## config.mk

```make
export PLATFORM = sky130hd
export DESIGN_NAME = div_iter_dp_flat
export DESIGN_NICKNAME = d
export VERILOG_FILES = /design/src/rtl/div_iter_if.sv /design/src/rtl/div_iter_dp.sv /design/src/flat_wrapper.sv
export SDC_FILE = /design/constraint.sdc
export NUM_CORES = 1
export LEC_CHECK = 0
export CAP_MARGIN = 10
export CORE_MARGIN = 4
export CORE_UTILIZATION = 45
export CTS_CLUSTER_SIZE = 14
export DETAILED_ROUTE_END_ITERATION = 10
export PLACE_DENSITY = 0.78
export REMOVE_ABC_BUFFERS = 1
export SETUP_SLACK_MARGIN = 0.15
export SYNTH_ARGS = -nofsm -noshare
export SYNTH_HDL_FRONTEND = slang
export SYNTH_SLANG_ARGS = --single-unit
```

## constraint.sdc

```tcl
create_clock -name clk -period 2.2 [get_ports clk]
set_clock_uncertainty 0.15 [all_clocks]
set_input_delay 0.66 -clock clk [delete_from_list [all_inputs] [get_ports clk]]
set_output_delay 0.66 -clock clk [all_outputs]
set_load 0.01 [all_outputs]
```

## src/rtl/div_iter_if.sv

```systemverilog
// Handshake/result bundle between the divider datapath (slave) and the side
// that drives start/operands and the FSM commands (master).
interface div_iter_if #(
  parameter int WIDTH = 8
);
  logic             start;
  logic [WIDTH-1:0] dividend;
  logic [WIDTH-1:0] divisor;
  logic             do_iter;
  logic             ready;
  logic             zero;
  logic [WIDTH-1:0] quotient;
  logic [WIDTH-1:0] remainder;
  logic             valid;
  logic             div_err;
  logic [WIDTH-1:0] iter_cnt;

  modport slave (
    input  start, dividend, divisor, do_iter, ready,
    output zero, quotient, remainder, valid, div_err, iter_cnt
  );

  modport master (
    output start, dividend, divisor, do_iter, ready,
    input  zero, quotient, remainder, valid, div_err, iter_cnt
  );
endinterface

```

## src/rtl/div_iter_dp.sv

```systemverilog


module div_iter_dp #(
  parameter int WIDTH = 8
) (
  input  logic        clk,
  input  logic        rst,
  div_iter_if.slave   bus
);
  logic             r_busy;
  logic [WIDTH-1:0] r_rem;
  logic [WIDTH-1:0] r_quo;
  logic [WIDTH-1:0] r_dvs;
  logic [WIDTH-1:0] r_quotient;
  logic [WIDTH-1:0] r_remainder;
  logic             r_valid;
  logic             r_div_err;
  logic             w_zero;
  logic             w_dvs_zero;
  logic             w_accept;
  logic             w_sub;

  assign w_dvs_zero = (r_dvs == '0);
  assign w_zero     = w_dvs_zero | (r_rem < r_dvs);
  assign w_accept   = bus.start & ~r_busy;
  assign w_sub      = bus.do_iter & ~w_zero;

  always_ff @(posedge clk) begin
    if (rst) begin
      r_busy      <= 1'b0;
      r_rem       <= '0;
      r_quo       <= '0;
      r_dvs       <= '0;
      r_quotient  <= '0;
      r_remainder <= '0;
      r_valid     <= 1'b0;
      r_div_err   <= 1'b0;
    end else begin
      r_valid <= 1'b0;
      if (w_accept) begin
        r_rem  <= bus.dividend;
        r_quo  <= '0;
        r_dvs  <= bus.divisor;
        r_busy <= 1'b1;
      end else if (w_sub) begin
        r_rem <= r_rem - r_dvs;
        r_quo <= r_quo + WIDTH'(1);
      end
      // rem still holds the dividend when dvs==0, so only quotient needs forcing
      if (bus.ready) begin
        r_quotient  <= w_dvs_zero ? '1 : r_quo;
        r_remainder <= r_rem;
        r_div_err   <= w_dvs_zero;
        r_valid     <= 1'b1;
        r_busy      <= 1'b0;
      end
    end
  end

`ifdef DIV_ITER_DP_CNT_EN
  logic [WIDTH-1:0] r_cnt;
  logic [WIDTH-1:0] r_iter_cnt;

  always_ff @(posedge clk) begin
    if (rst) begin
      r_cnt      <= '0;
      r_iter_cnt <= '0;
    end else begin
      if (w_accept)   r_cnt <= '0;
      else if (w_sub) r_cnt <= r_cnt + WIDTH'(1);
      if (bus.ready)  r_iter_cnt <= r_cnt;
    end
  end

  assign bus.iter_cnt = r_iter_cnt;
`else
  assign bus.iter_cnt = '0;
`endif

  assign bus.zero      = w_zero;
  assign bus.quotient  = r_quotient;
  assign bus.remainder = r_remainder;
  assign bus.valid     = r_valid;
  assign bus.div_err   = r_div_err;
endmodule

```

## src/flat_wrapper.sv

```systemverilog
// flat-port wrapper written by rule: the top's interface ports become plain ports
module div_iter_dp_flat 
#(
  parameter int WIDTH = 8
)
  (clk, rst, bus_start, bus_dividend, bus_divisor, bus_do_iter, bus_ready, bus_zero, bus_quotient, bus_remainder, bus_valid, bus_div_err, bus_iter_cnt);
  div_iter_if #(.WIDTH(WIDTH)) bus_i ();
  input  logic clk;
  input  logic rst;
  input wire logic [$bits(bus_i.start)-1:0] bus_start;
  input wire logic [$bits(bus_i.dividend)-1:0] bus_dividend;
  input wire logic [$bits(bus_i.divisor)-1:0] bus_divisor;
  input wire logic [$bits(bus_i.do_iter)-1:0] bus_do_iter;
  input wire logic [$bits(bus_i.ready)-1:0] bus_ready;
  output wire logic [$bits(bus_i.zero)-1:0] bus_zero;
  output wire logic [$bits(bus_i.quotient)-1:0] bus_quotient;
  output wire logic [$bits(bus_i.remainder)-1:0] bus_remainder;
  output wire logic [$bits(bus_i.valid)-1:0] bus_valid;
  output wire logic [$bits(bus_i.div_err)-1:0] bus_div_err;
  output wire logic [$bits(bus_i.iter_cnt)-1:0] bus_iter_cnt;
  assign bus_i.start = bus_start;
  assign bus_i.dividend = bus_dividend;
  assign bus_i.divisor = bus_divisor;
  assign bus_i.do_iter = bus_do_iter;
  assign bus_i.ready = bus_ready;
  assign bus_zero = bus_i.zero;
  assign bus_quotient = bus_i.quotient;
  assign bus_remainder = bus_i.remainder;
  assign bus_valid = bus_i.valid;
  assign bus_div_err = bus_i.div_err;
  assign bus_iter_cnt = bus_i.iter_cnt;
  div_iter_dp #(.WIDTH(WIDTH)) u_core (.clk(clk), .rst(rst), .bus(bus_i));
endmodule
```

==> results.cfg <==
[synth]
ys_top_cells_by_count = 43 x dfxtp_1, 30 x nand2_1, 23 x nor2_1, 18 x a21oi_1, 11 x mux2i_1
synth_top_area_share_pct = 40.35
synth_edf_count = 0
netlist_instances = 241
yosysMostFrequentCell = dfxtp_1
postSynthAreaPerCell_um2 = 8.852
yosysSeqAreaShare_pct = 40.35
synth.area.top_cells = dfxtp_1 40%, ha_1 5.3%, nand2_1 5.3%
syn_area_mm2 = 0.002133
ys_async_sr_fraction_pct = 0
ys.flop_type = dfxtp_1
synth.largest_area_cell = dfxtp_1
ys_seq_elements = 43
ys_types = 41
ys_warn_count = 0

[pwr]
pwr_density_cell_mw_per_mm2 = 746.3
p_leak_uw = 0.001383
pwr-share-comb_pct = 35.3
total_power_uw = 2475
switching_share_pct = 29.83
switchingPower_uw = 738.1
p_int_uw = 1736
p_seq_share_pct = 34.9
clockPowerShare_pct = 29.8
ir_drop_v = 0.0004038

[die]
die_h_um = 76.85
std_cell_rows = 24
start_util_pct = 47.68
ioPinCount = 48
die_w_um = 76.85
die-area_mm2 = 0.005906
core_mm2 = 0.004474

[clocking]
clock_sinks = 43
h-tree-depth = 2
worstSkewPairLatency_ns = 0.30
cts_tree = yes
cts_hold_buf = 0
cts_root_buf = clkbuf_8
path_clk_slew_ns = 0.08
cts_buffers = 5
cts_buffer_depth = 2

[run_status]
status = complete, but fails checks
violations = setup timing

[placed_design]
dp.final_hpwl_um = 4070
portBuffers = 39
post_dp_cell_area_mm2 = 0.002948
routabilityCongestion = 0.8531
pre_cts_slack_ns = -0.5941

[route]
drtPass1Iterations = 4
ant_nets = 0
viasPerCell = 5.750
vias = 2277
drc_errors = 0
drt_iter0_drc = 160
routed_wl_um = 7054
routedWlPerCell_um = 17.81

[worst_setup_path]
cp-start-kind = flop
critPathArrivalTime_ns = 1.83
worstSetupEndpointType = primary output
critPathMaxFanout = 2
critPathRequiredTime_ns = 1.39
critPathKind = reg -> out

[final_layout]
fin_util_pct = 74.11
n_antenna_cell = 0
syn_to_final_growth_pct = 55.43
final_area_mm2 = 0.003316
fin_nets = 374
drive_above_1_share_pct = 31.98

[timing]
report.final.hold_viol_count = 0
holdWs_ns = 0.3299
setup_ws_ns = -0.4408
period_share_pct = 120.0
fmax_ghz = 0.3787
setup_violations = 17
slew_violations = 0
rsz0062_at_grt = true
period_minus_slack_ns = 2.641

[run]
maxCapViolCount = 0

[global_route]
grt_pass1_vias = 2201
grt_use_total_pct = 21.55
grt_pass1_wl_um = 10250
gr-total-overflow = 0
antenna_found_initial = 0
grt_max_degree = 20

[hold_path]
hp-class = reg -> reg
[metrics by stage]
| stage | instances | TNS, ns |
|---|---|---|
| detailed placement | 376 | -3.341 |
| finish | 396 | -4.619 |
| global route | 396 | -5.959 |
| CTS | 392 | -2.234 |
| global placement | 376 | -2.931 |
| floorplan | 230 | -0.4137 |
[flip-flops by register name, summed over array words and instances, names as in the netlist]
register	flops
u_core.r_dvs	8
u_core.bus.valid	1
u_core.bus.div_err	1
u_core.r_busy	1
u_core.r_rem	8
u_core.bus.quotient	8
u_core.r_quo	8
u_core.bus.remainder	8
[critical path: stages, from the launching register on]
cell and delay (ns):
dfxtp_2 0.33, inv_2 0.06, ha_4 0.12, inv_2 0.03, fa_2 0.35, a211oi_2 0.23
buf_4 0.17, o21ai_4 0.07, nand3_2 0.07, buf_6 0.10
[placed cells by master (no fill, tap or decap), types with 2 or more instances in the layout]
cell type / instances
clkdlybuf4s50_1: 38
nand2b_1: 3
ha_1: 8
a211o_1: 2
a31oi_1: 3
nand3_1: 7
o21ai_0: 9
buf_6: 8
buf_12: 2
a21oi_2: 3
o21a_1: 2
nor4_1: 2
nand4b_1: 2
o221a_2: 8
or4_4: 3
mux2i_1: 11
nor2_1: 23
buf_4: 56
o21bai_1: 2
and3_1: 2
dfxtp_2: 2
conb_1: 8
xor2_1: 6
clkbuf_8: 5
o31ai_2: 3
bufinv_16: 2
nand4_4: 3
dfxtp_1: 41
nand4_1: 3
or4_1: 2
inv_2: 2
a21oi_1: 15
nand2_1: 29
inv_1: 8
nor2b_1: 2
[layer usage]
| metal | global-route usage (%) | vias to the layer above | share of wire [%] |
|---|---|---|---|
| met4 | 11.78 | 0 | 5.6 |
| met2 | 37.20 | 119 | 48 |
| li1 | - | 1052 | - |
| met1 | 25.05 | 1069 | 39 |
| met3 | 3.981 | 37 | 6.5 |
| met5 | 0 | - | 0 |
[cells by family after synthesis]
group	synth area share (%)
adder cells (fa/ha/maj)	6.217
multiplexers	5.161
XOR/XNOR	2.874
AO/OA/AOI/OAI	18.83
flip-flops	40.35
buffers and inverters	6.686
other	0.1758
AND/OR/NAND/NOR	19.71
[worst paths after layout]
kind / slack, ns / to / startpoint / cells after the start
min: 0.33 / u_core.bus.div_err / u_core.bus.div_err / 2
max reg2reg: -0.32 / u_core.r_rem[1] / u_core.r_rem[0] / 14
min reg2reg: 0.33 / u_core.bus.div_err / u_core.bus.div_err / 2
max: -0.44 / bus_zero / u_core.r_rem[0] / 9
[power groups by stage]
| stage | Sequential, uW | Clock [uW] | Combinational, uW |
|---|---|---|---|
| after floorplan | 888 | 0 | 321 |
| after global placement | 875 | 0 | 663 |
| after detailed placement | 878 | 0 | 682 |
| after CTS | 861 | 745 | 791 |
| after global routing | 868 | 775 | 932 |
| final | 863 | 738 | 874 |
[what timing repair did]
| item | 4_1_cts | 5_1_grt |
|---|---|---|
| pin swaps | 18 | 6 |
| cloned | 1 | 0 |
| setup endpoints to repair | 17 | 25 |
| buffers inserted | 7 | 4 |
| resized for setup | 25 | 13 |
[cell type report]
type / instances / area [um^2]
inverter: 10 / 37.54
tap: 52 / 65.06
clock inverter: 3 / 67.56
timing repair buffer: 105 / 945.9
multi-input combinational: 178 / 1267
fill: 283 / 1159
clock buffer: 5 / 68.82
sequential: 43 / 863.3
Power figures use the tool's default switching activity.
